--- src/rtl/ysyx_041514_commit_trace_pkg.sv ---
// ysyx_041514_commit_trace_pkg: shared configuration for the commit-trace slice.
// Holds the core width macros (ysyx_041514_XLEN, ysyx_041514_INST_LEN) and the
// commit-record layout widths used by the trace FIFO and its testbench.
// Optional feature macro used elsewhere: YSYX_041514_COMMIT_WATCHDOG_EN.

`ifndef ysyx_041514_XLEN
`define ysyx_041514_XLEN 32
`endif

`ifndef ysyx_041514_INST_LEN
`define ysyx_041514_INST_LEN 32
`endif

// Fixed part of a commit record: {pc, inst}; the sequence tag is appended.
`ifndef ysyx_041514_COMMIT_REC_BASE_W
`define ysyx_041514_COMMIT_REC_BASE_W (`ysyx_041514_XLEN + `ysyx_041514_INST_LEN)
`endif

package ysyx_041514_commit_trace_pkg;

  localparam int XLEN     = `ysyx_041514_XLEN;
  localparam int INST_LEN = `ysyx_041514_INST_LEN;
  localparam int REC_BASE_W = `ysyx_041514_COMMIT_REC_BASE_W;

  // Full record width {pc, inst, seq} for a given sequence-tag width.
  function automatic int rec_width(input int seq_w);
    return REC_BASE_W + seq_w;
  endfunction

endpackage

--- src/rtl/ysyx_041514_sync_fifo.sv ---
// ysyx_041514_sync_fifo: reusable synchronous FIFO, parameterised width/depth.
// Pointers carry one extra MSB so full and empty are distinguishable.
// Read data is the head entry (combinational), valid whenever empty=0.

module ysyx_041514_sync_fifo #(
  parameter int WIDTH = 8,
  parameter int DEPTH = 8
) (
  input  logic             clk,
  input  logic             rst,
  input  logic             push,
  input  logic             pop,
  input  logic [WIDTH-1:0] wdata,
  output logic [WIDTH-1:0] rdata,
  output logic             full,
  output logic             empty
);

  localparam int AW = $clog2(DEPTH);

  logic [AW:0]      wr_ptr;
  logic [AW:0]      rd_ptr;
  logic [WIDTH-1:0] mem [DEPTH];
  logic             do_push;
  logic             do_pop;

  assign empty = (wr_ptr == rd_ptr);
  assign full  = (wr_ptr[AW] != rd_ptr[AW]) && (wr_ptr[AW-1:0] == rd_ptr[AW-1:0]);

  // A pop frees the head slot in the same cycle, so push-when-full is legal with a pop.
  assign do_pop  = pop && !empty;
  assign do_push = push && (!full || do_pop);

  assign rdata = mem[rd_ptr[AW-1:0]];

  // Pointer update; wraps naturally through the extra MSB.
  always_ff @(posedge clk) begin
    // NOTE: sequential state uses <= so every flop samples pre-edge values.
    if (rst) begin
      wr_ptr <= '0;
      rd_ptr <= '0;
    end else begin
      if (do_push) wr_ptr <= wr_ptr + 1'b1;
      if (do_pop)  rd_ptr <= rd_ptr + 1'b1;
    end
  end

  // Storage write.
  always_ff @(posedge clk) begin
    // NOTE: storage is not reset; the pointers alone define which entries are live.
    if (do_push) mem[wr_ptr[AW-1:0]] <= wdata;
  end

endmodule

--- src/rtl/ysyx_041514_commit_trace.sv ---
// ysyx_041514_commit_trace: hardware commit log. Queues retired-instruction
// reports {pc, inst, seq} in a FIFO drained by a valid/ready trace sink,
// counts dropped records and tags each commit with a sequence number.
// Optional watchdog: define YSYX_041514_COMMIT_WATCHDOG_EN to enable stall_o.

module ysyx_041514_commit_trace
  import ysyx_041514_commit_trace_pkg::*;
#(
  parameter int DEPTH       = 8,
  parameter int SEQ_W       = 32,
  parameter int CNT_W       = 16,
  parameter int WDOG_CYCLES = 1024
) (
  input  logic                clk,
  input  logic                rst,
  input  logic                commit_valid_i,
  input  logic [XLEN-1:0]     commit_pc_i,
  input  logic [INST_LEN-1:0] commit_inst_i,
  output logic                trace_valid_o,
  input  logic                trace_ready_i,
  output logic [XLEN-1:0]     trace_pc_o,
  output logic [INST_LEN-1:0] trace_inst_o,
  output logic [SEQ_W-1:0]    trace_seq_o,
  output logic                overflow_o,
  output logic [CNT_W-1:0]    drop_cnt_o,
  output logic                stall_o
);

  localparam int REC_W = rec_width(SEQ_W);

  logic             fifo_full;
  logic             fifo_empty;
  logic             push;
  logic             pop;
  logic             drop;
  logic [REC_W-1:0] wdata;
  logic [REC_W-1:0] rdata;
  logic [SEQ_W-1:0] seq_cnt;

  // No bypass: a record pushed into an empty FIFO is only poppable next cycle.
  assign pop   = !fifo_empty && trace_ready_i;
  assign push  = commit_valid_i && (!fifo_full || pop);
  assign drop  = commit_valid_i && fifo_full && !pop;
  assign wdata = {commit_pc_i, commit_inst_i, seq_cnt};

  ysyx_041514_sync_fifo #(
    .WIDTH (REC_W),
    .DEPTH (DEPTH)
  ) u_fifo (
    .clk   (clk),
    .rst   (rst),
    .push  (push),
    .pop   (pop),
    .wdata (wdata),
    .rdata (rdata),
    .full  (fifo_full),
    .empty (fifo_empty)
  );

  // Head fields read as zero while nothing is queued (including after reset).
  assign trace_valid_o = !fifo_empty;
  assign {trace_pc_o, trace_inst_o, trace_seq_o} = fifo_empty ? '0 : rdata;

  // Sequence counter advances on every reported commit, dropped or not.
  always_ff @(posedge clk) begin
    if (rst) seq_cnt <= '0;
    else if (commit_valid_i) seq_cnt <= seq_cnt + 1'b1;
  end

  // Sticky overflow flag and saturating drop counter.
  always_ff @(posedge clk) begin
    if (rst) begin
      overflow_o <= 1'b0;
      drop_cnt_o <= '0;
    end else if (drop) begin
      overflow_o <= 1'b1;
      if (drop_cnt_o != '1) drop_cnt_o <= drop_cnt_o + 1'b1;
    end
  end

`ifdef YSYX_041514_COMMIT_WATCHDOG_EN
  localparam int WDOG_W = $clog2(WDOG_CYCLES + 1);
  localparam logic [WDOG_W-1:0] WDOG_LIMIT = WDOG_W'(WDOG_CYCLES);

  logic [WDOG_W-1:0] wdog_cnt;

  // Idle-cycle counter: clears on a commit, saturates at the limit.
  always_ff @(posedge clk) begin
    if (rst || commit_valid_i) wdog_cnt <= '0;
    else if (wdog_cnt != WDOG_LIMIT) wdog_cnt <= wdog_cnt + 1'b1;
  end

  assign stall_o = (wdog_cnt == WDOG_LIMIT);
`else
  assign stall_o = 1'b0;
`endif

endmodule

--- config.mk ---
export PLATFORM = sky130hd
export DESIGN_NAME = ysyx_041514_commit_trace
export DESIGN_NICKNAME = d
export VERILOG_FILES = /design/src/rtl/ysyx_041514_commit_trace_pkg.sv /design/src/rtl/ysyx_041514_sync_fifo.sv /design/src/rtl/ysyx_041514_commit_trace.sv
export SDC_FILE = /design/constraint.sdc
export NUM_CORES = 1
export LEC_CHECK = 0
export ABC_AREA = 1
export ABC_CLOCK_PERIOD_IN_PS = 12850
export CORE_ASPECT_RATIO = 0.6
export CORE_UTILIZATION = 39
export CTS_CLUSTER_DIAMETER = 150
export DETAILED_ROUTE_END_ITERATION = 10
export GPL_TIMING_DRIVEN = 0
export SLEW_MARGIN = 20
export SYNTH_ARGS = -nofsm -noshare
export SYNTH_HDL_FRONTEND = slang
export SYNTH_SLANG_ARGS = --single-unit
--- constraint.sdc ---
create_clock -name clk -period 12.85 [get_ports clk]
set_clock_uncertainty 0.1 [all_clocks]
set_input_delay 2.57 -clock clk [delete_from_list [all_inputs] [get_ports clk]]
set_output_delay 2.57 -clock clk [all_outputs]
set_load 0.1 [all_outputs]
# Yosys cells after proc, flatten, opt, wreduce, memory -nomap -nowiden
# Memories as Yosys holds them, arrays and structs flattened. A register that Yosys moved wholly into a read port is not among the register bits.
# Index checks and enable logic that the tools add are counted.
# W data, S select, Z words.
# classes
n_addsub	4
eq_ne	4
n_mux	5
reduce_logical	13
# op_table
op	count
$mux W96	1
$add A32 B1 Y32 const B	1
$add A16 B1 Y16 const B	1
$ne A16 B16 Y1 const B	1
$add A4 B1 Y4 const B	2
$logic_and A1 B1 Y1	7
$mux W3	2
$eq A4 B4 Y1	1
$eq A3 B3 Y1	1
$logic_not A1 Y1	3
$logic_or A1 B1 Y1	2
$mux W1	2
$reduce_and A2 Y1	1
$ne A1 B1 Y1	1
# totals
ff_bits	57
ramBits	768
inputBits	68
output_inout_bits	115
wordCells	32
memories	1
# mem_list
name	words	width	read_ports	rd_ports_with_merged_regs	write_ports	line	text
u_fifo.mem	8	96	1	1	1	ysyx_041514_sync_fifo.sv:23	logic [WIDTH-1:0] mem [DEPTH];

# Depth between registers and ports, before layout
# Gate-level depths: netlist (run 1).
# depth
word_depth	8
depth_mapped	10
ltp_nobuf	10

# By module
# From an unflattened synthesis (run 1), not the netlist that was laid out.
# hier_totals
cells_unflattened	2962
hier_area_um2	33831.2
# by_module_without_submodules
mod	instances	cells_per_inst	area_each_um2	seq_area_each_um2
ysyx_041514_sync_fifo	1	2349	30357.9	23282.3
ysyx_041514_commit_trace	1	613	3473.3	980.9

# Worst setup path after synthesis (run 1)
# Ideal clock, no wire load.
# synth_path
kind	input port to flip-flop
startpoint	input trace_ready_i
endpoint	memory u_fifo.mem[6][0] (netlist bit), enable pin
setup_ns	0.669
t_arrival_ns	9.570
required_ns	12.081
slack_ns	2.511
stages	6
path_buffers	0
path_cell_list	inv_1 > nand4_2 > nand2_1 > inv_1 > nand2_1 > nor3_1
# synth_between
elab_chain_cells	6
word_cells_on_any_way	8
classes_between	mux: 2; reduce/logical: 6
# synth_lines
element	line	text
from (decl)	ysyx_041514_commit_trace.sv:20	input logic trace_ready_i,
$logic_and A1 B1 Y1 *	ysyx_041514_commit_trace.sv:41	assign pop = !fifo_empty && trace_ready_i;
$logic_or A1 B1 Y1 or $logic_and A1 B1 Y1 (tied branches)	ysyx_041514_commit_trace.sv:42, ysyx_041514_sync_fifo.sv:31	
$logic_and A1 B1 Y1 or $logic_or A1 B1 Y1 (tied branches)	ysyx_041514_commit_trace.sv:42, ysyx_041514_sync_fifo.sv:32	
$logic_and A1 B1 Y1 *	ysyx_041514_sync_fifo.sv:32	assign do_push = push && (!full || do_pop);
$mux W1 *	ysyx_041514_sync_fifo.sv:51	if (do_push) mem[wr_ptr[AW-1:0]] <= wdata;
$mux W1 (not written as such) *	ysyx_041514_sync_fifo.sv:51	
to (decl)	ysyx_041514_sync_fifo.sv:23	
# Mark *: on every way between the ends. The rest lies on a longest branch, timed or not.

==> metrics.md, run 1 <==
| Metric | Value |
|---|---|
| Run status | `finished clean` |
| Post-layout nets | `between 3,000 and 4,000` |
| Vias per cell | `5.447` |
| Routability cong. | `0.8055` |
| Worst Setup End Kind | `output pin` |
| Antenna diodes | `0` |
| Distinct cells, synth | `37` |
| Met3 Wirelength | `a little under 8 mm` |
| Pwr Density | `178.3 mW/mm2` |
| Final setup TNS | `0 ns` |
| First-pass GRT wire length | `135.6 mm` |
| Max layer used | `met4` |
| Fin crit period | `7.344 ns` |
| CTS tree | `built` |
| Most frequent cells in the layout | `edfxtp_1 (768), nor2_1 (645), o21ai_0 (364)` |
| Total clock sinks | `828` |
| Die footprint | `0.08559 mm2` |
| Mean Syn Cell Area | `12.34 um2` |
| Syn Inst Count | `2,666` |
| Hold Crit Class | `reg2reg` |
| Reg2Reg Depth | `13` |
| Worst-Margin Slew | `~1.2 ns` |
| Worst ir drop on vdd | `0.09586 mV` |
| # setup viols final | `0` |
| Critical Path AT | `4.67 ns` |
| Total of max-cap violations | `0` |
| Area growth from synthesis to layout | `20.53%` |
| Proportion of layout cells with a drive suffix above 1 | `0.08764` |
| Met1 wire length | `42.03 mm` |
| Hold_ws | `approximately 0.4 ns` |
| # port buffers | `179` |
| Initial Util | `0.3941` |
| Drt pass-1 iters | `6` |
| RSZ-0062 raised after global routing | `no` |
| Setup Buffers After CTS | `0` |
| Drt initial violations | `approximately 2,600` |
| Final hold vios | `0` |
| #FFs+latches synth | `828` |
| Residual DRC | `0` |
| F_max | `around 140 MHz` |
| Worst Path Max Fanout | `10` |
| Lkg Pwr | `0.01286 uW` |
| DRT antenna net count | `0` |
| Worst skew pair latency | `0.64 ns` |
| YS warnings | `0` |
| Mapped Area | `~0.033 mm2` |
| Via count | `22,710` |
| Hold depth | `2` |
| Slew Limit Fails | `0` |
| CTS root buf | `clkbuf_16` |
| Final period utilization | `0.5715` |
| Hpwl dp | `61.06 mm` |
| Worst setup SP type | `flip-flop` |
| # H-tree levels | `3` |
| Met2 wire len | `about 40 mm` |
| Worst-path clk slew | `0.07 ns` |
| I/O Pins | `183` |
| Die X | `377.0 um` |
| Commonest non-fill, non-tap cell in the layout | `edfxtp_1` |
| Number of global-route vias before repair | `21,839` |
| Core Region | `0.08352 mm2` |
| Post-cts resize count | `0` |
| WS Path Type | `reg2out` |
| Grt total ovfl | `0` |
| Initial antenna violation count | `0` |
| Total routed wirelength | `91.57 mm` |
| Area occupied by registers | `0.02426 mm2` |
| CTS Hold Bufs | `0` |
| Multi-input logic area | `around 0.0076 mm2` |
| DR WL/cell | `21.96 um` |
| GRT Total Usage | `0.2118` |
| # rows | `between 80 and 90` |
| CTS buffer count | `approximately 80` |
| Total nets after synthesis | `2,738` |
| Fillers | `approximately 7,300` |
| CP Data Required Time | `10.18 ns` |
| Seq/Total Area, Yosys | `0.7372` |
| Slew margin rel. | `0.2268` |
| CTS max path bufs | `3` |
| Die height | `between 200 and 250 um` |
| Pin count of the biggest net entering global routing | `25` |
## registers in the layout, summed over array words and instances (netlist names), named ones only
| register | flops |
|---|---|
| seq_cnt | 32 |
| drop_cnt_o | 16 |
| u_fifo.mem | 768 |
| u_fifo.rd_ptr | 4 |
| overflow_o | 1 |
| u_fifo.wr_ptr | 4 |
## where the power goes
part / switching (uW) / leakage (uW) / internal, uW / total [uW]
clock network: 1020 / 0.00126 / 1350 / 2370
registers: 18.3 / 0.00740 / 2990 / 3010
logic: 1300 / 0.00420 / 397 / 1690
## cell families after synthesis
kind of cell / Yosys count / synth area share
DFF: 828 / 0.7372
adders and majority gates: 4 / 0.001521
AOI/OAI and AO/OA: 739 / 0.1199
xor gates and xnor gates: 10 / 0.002661
and+or+nand+nor: 860 / 0.1042
other: 1 / 0.0001139
buffers and inverters: 224 / 0.03429
## per-stage QoR
stage / instance area [um2] / worst slack [ns] / util / cells / power [uW]
after floorplan: 32910 / 2.511 / - / 2666 / 4228
after global placement: 36120 / -4.166 / 0.4325 / 3979 / 4737
after detailed placement: 37060 / 6.282 / 0.4437 / 4026 / 4759
after CTS: 39670 / 5.581 / 0.4750 / 4169 / 7112
after global routing: 39670 / 5.502 / 0.4750 / 4169 / 7309
final: 39670 / 5.506 / 0.4750 / 4169 / 7072
## per-layer routing
metal  GRT usage  up-vias
met4     0.05494        0
li1            -    10356
met5           0        -
met3     0.04079      131
met2      0.3112      999
met1      0.3205    11224
## synth_stat cells, drive strengths merged
| cell type | n | area [um2] |
|---|---|---|
| a21oi | 42 | 210.2 |
| a31oi | 97 | 606.8 |
| and3 | 3 | 18.77 |
| buf | 71 | 545.5 |
| clkbuf | 97 | 372.9 |
| conb | 1 | 3.750 |
| dfxtp | 60 | 1201 |
| edfxtp | 768 | 23060 |
| ha | 4 | 50.05 |
| inv | 56 | 210.2 |
| nand2 | 120 | 462.9 |
| nand3 | 43 | 227.7 |
| nand3b | 1 | 7.510 |
| nand4 | 9 | 62.56 |
| nor2 | 661 | 2514 |
| nor3 | 20 | 110.1 |
| nor3b | 3 | 27.52 |
| o21a | 2 | 15.01 |
| o21ai | 501 | 2507 |
| o21bai | 1 | 7.510 |
| o22ai | 96 | 600.6 |
| xnor2 | 3 | 26.28 |
| xor2 | 7 | 61.31 |
## worst max-delay path, cell delays in order (launching register included)
cell and delay, ns:
dfxtp_1 0.50, inv_2 0.24, clkbuf_2 0.51, clkbuf_1 0.57
o21ai_0 0.21, a31oi_1 0.69, clkdlybuf4s50_1 1.28
## path summary, 6_finish.rpt
check / startpoint / endpoint / slack [ns]
setup / recovery: flip-flop / trace_seq_o[14] / 5.51
hold / removal: overflow_o / overflow_o / 0.39
setup reg to reg: u_fifo.wr_ptr[2] / u_fifo.mem[6][62] / 9.28
hold reg to reg: overflow_o / overflow_o / 0.39
## final cells by class
cell class,count,share of cell area
multi-input cells,1614,0.1910
inverters,56,0.005299
well taps,1134,0.03577
clock inverters,47,0.01331
flip-flops and latches,828,0.6117
clock buffers,96,0.05249
repair buffers,226,0.06715
plain buffers,168,0.02328
Power figures use the tool's default switching activity.
==> inputs of run 2 (changes only) <==
--- a/config.mk
+++ b/config.mk
@@ -6,7 +6,7 @@
 export NUM_CORES = 1
 export LEC_CHECK = 0
 export ABC_AREA = 1
-export ABC_CLOCK_PERIOD_IN_PS = 12850
+export ABC_CLOCK_PERIOD_IN_PS = 6400
 export CORE_ASPECT_RATIO = 0.6
 export CORE_UTILIZATION = 39
 export CTS_CLUSTER_DIAMETER = 150
==> constraint.sdc (replaced) <==
create_clock -name clk -period 6.4 [get_ports clk]
set_clock_uncertainty 0.1 [all_clocks]
set_input_delay 1.28 -clock clk [delete_from_list [all_inputs] [get_ports clk]]
set_output_delay 1.28 -clock clk [all_outputs]
set_load 0.1 [all_outputs]
==> run 2 against run 1 <==
Compared with the run above: register-to-register slack worse by 6.3 ns; combinational power increased by 100%; sequential share of layout area is 0.077 points higher; worst hold slack hardly changed; non-clock buffer count shrank 5; global-route usage is essentially flat; largest cell class unchanged; largest power group unchanged; highest routed layer unchanged.
==> metrics.md, run 2 (synthesized netlist as in run 1, its figures left out) <==
| Metric | Value |
|---|---|
| Run status | `finished clean (unchanged)` |
| CTS tree | `built (unchanged)` |
| GRT Total Usage | `0.2113 (was 0.2118)` |
| Pin count of the biggest net entering global routing | `24 (was 25)` |
| First-pass GRT wire length | `135.1 mm (was 135.6 mm)` |
| # rows | `82 (unchanged)` |
| # H-tree levels | `3 (unchanged)` |
| Worst setup SP type | `flip-flop (unchanged)` |
| CTS buffer count | `78 (was 79)` |
| Worst Setup End Kind | `output pin (unchanged)` |
| WS Path Type | `reg2out (unchanged)` |
| Number of flip-flops in the largest register | `768 (unchanged)` |
| Via count | `22,646 (was 22,710)` |
| # port buffers | `179 (unchanged)` |
| Worst-path clk slew | `0.07 ns (about the same)` |
| Most frequent cells in the layout | `edfxtp_1 (768), nor2_1 (645), o21ai_0 (364) (unchanged)` |
| Pwr Density | `354.7 mW/mm2 (was 178.3 mW/mm2)` |
| Grt total ovfl | `0 (unchanged)` |
| Final period utilization | `0.9648` |
| Routability cong. | `0.8208 (was 0.8055)` |
| Number of global-route vias before repair | `21,834 (was 21,839)` |
| Commonest non-fill, non-tap cell in the layout | `edfxtp_1 (unchanged)` |
| Slew margin rel. | `0.2051 (was 0.2268)` |
| Worst path cell trace | `inv_2 -> clkbuf_1 -> clkbuf_1 -> o21ai_0 -> a31oi_1 -> clkdlybuf4s50_1 (was inv_2 -> clkbuf_2 -> clkbuf_1 -> o21ai_0 -> a31oi_1 -> clkdlybuf4s50_1)` |
| Area occupied by registers | `0.02426 mm2 (unchanged)` |
| Die X | `377.0 um (unchanged)` |
| Drt initial violations | `2,385 (was 2,637)` |
| Worst-Margin Slew | `1.192 ns (was 1.156 ns)` |
| Slowest stage delay, CP | `1.23 ns (was 1.28 ns)` |
| DRT antenna net count | `0 (unchanged)` |
| Vias per cell | `5.439 (was 5.447)` |
| Die height | `227.0 um (unchanged)` |
| DR WL/cell | `22.00 um (was 21.96 um)` |
| Residual DRC | `0 (unchanged)` |
| Multi-input logic area | `0.007584 mm2 (was 0.007577 mm2)` |
| CTS root buf | `clkbuf_16 (unchanged)` |
| Drt pass-1 iters | `5 (was 6)` |
| Lkg Pwr | `0.01285 uW (was 0.01286 uW)` |
| Hpwl dp | `60.93 mm (was 61.06 mm)` |
| Post-layout nets | `3,039 (was 3,045)` |
| Slew Limit Fails | `0 (unchanged)` |
| Setup Buffers After CTS | `0 (unchanged)` |
| Final hold vios | `0 (unchanged)` |
| Crit path max-delay cell type | `clkdlybuf4s50_1 (unchanged)` |
| Area growth from synthesis to layout | `20.37% (was 20.53%)` |
| Fillers | `7,319 (was 7,256)` |
| RSZ-0062 raised after global routing | `no (unchanged)` |
| I/O Pins | `183 (unchanged)` |
| Total routed wirelength | `91.59 mm (was 91.57 mm)` |
| Worst ir drop on vdd | `0.1674 mV (was 0.09586 mV)` |
| Worst skew pair latency | `0.63 ns (was 0.64 ns)` |
| Hold Crit Class | `reg2reg (unchanged)` |
| Core Region | `0.08352 mm2 (unchanged)` |
| F_max | `161.9 MHz` |
| CP Data Required Time | `5.02 ns (was 10.18 ns)` |
| Worst path bufs/invs | `4 (unchanged)` |
| Total of max-cap violations | `0 (unchanged)` |
| Initial antenna violation count | `4 (was 0)` |
| Worst Path Max Fanout | `10 (unchanged)` |
| Die footprint | `0.08559 mm2 (unchanged)` |
| Hold_ws | `0.3917 ns (was 0.3919 ns)` |
| Critical Path AT | `4.79 ns (was 4.67 ns)` |
| # setup viols final | `0 (unchanged)` |
| Final setup TNS | `0 ns (unchanged)` |
| CP dominant cell by count | `clkbuf_1` |
| Fin crit period | `6.175 ns` |
| Proportion of layout cells with a drive suffix above 1 | `0.08452 (was 0.08764)` |
| CTS max path bufs | `3 (unchanged)` |
| Family with the most delay on the worst path | `buffers and inverters (unchanged)` |
| Total clock sinks | `828 (unchanged)` |
| Initial Util | `0.3941 (unchanged)` |
-- run 2: path summary, 6_finish.rpt --
path	startpoint	endpoint	slack, ns	cells after the start
worst min-delay path	overflow_o	overflow_o	0.39	2
worst max register to register	u_fifo.wr_ptr[2]	u_fifo.mem[6][72]	3.03	12
worst min register to register	overflow_o	overflow_o	0.39	2
worst max-delay path	flip-flop	trace_seq_o[7]	0.23	6
-- run 2: metal layers --
layer  global-route usage  routed length, um
met5                    0                  0
met2               0.3163              40190
met1               0.3170              41230
met4              0.05075               1776
met3              0.03981               8401
-- run 2: area by class of cell --
class,instances,share of cell area
Sequential cell,828,0.6125
Multi-Input combinational cell,1614,0.1914
Timing Repair Buffer,221,0.06778
Clock buffer,103,0.05347
Tap cell,1134,0.03581
Buffer,168,0.02328
Clock inverter,39,0.01042
Inverter,56,0.005306
Antenna cell,1,0.00006317
-- run 2: stage by stage --
step                instances  power [uW]  utilization  cell area (um2)  setup slack (ns)
global placement         3979        9507       0.4327            36130            -4.629
global route             4164       14510       0.4744            39620            0.2048
floorplan                2666        8489            -            32920          -0.05292
finish                   4164       14050       0.4744            39620            0.2252
CTS                      4163       14130       0.4744            39620           0.05532
detailed placement       4021        9557       0.4441            37090            0.7678
-- run 2: worst reg2reg max path, cell delays in order, from the launching register on --
cell and delay [ns]:
dfxtp_1 0.46, nand2_1 0.11, nand2_2 0.12, inv_1 0.06, nand4_2 0.13, nand2_1 0.19, inv_1 0.21, nand2_1 0.27
nor3_4 0.63, buf_16 0.23, buf_8 0.18, buf_6 0.22, buf_8 0.18
-- run 2: report_power, final --
group,switching [uW],leakage (uW),internal (uW),total (uW)
Clock,2010,0.00123,2600,4600
Combinational,2610,0.00421,796,3400
Sequential,36.8,0.00741,6010,6040
-- run 2: repair_timing --
item | 4_1_cts | 5_1_grt
resized for setup | 0 | 1
setup endpoints to repair | 0 | 1
hold buffers | 0 | 0
endpoints found under the hold margin | 0 | 0
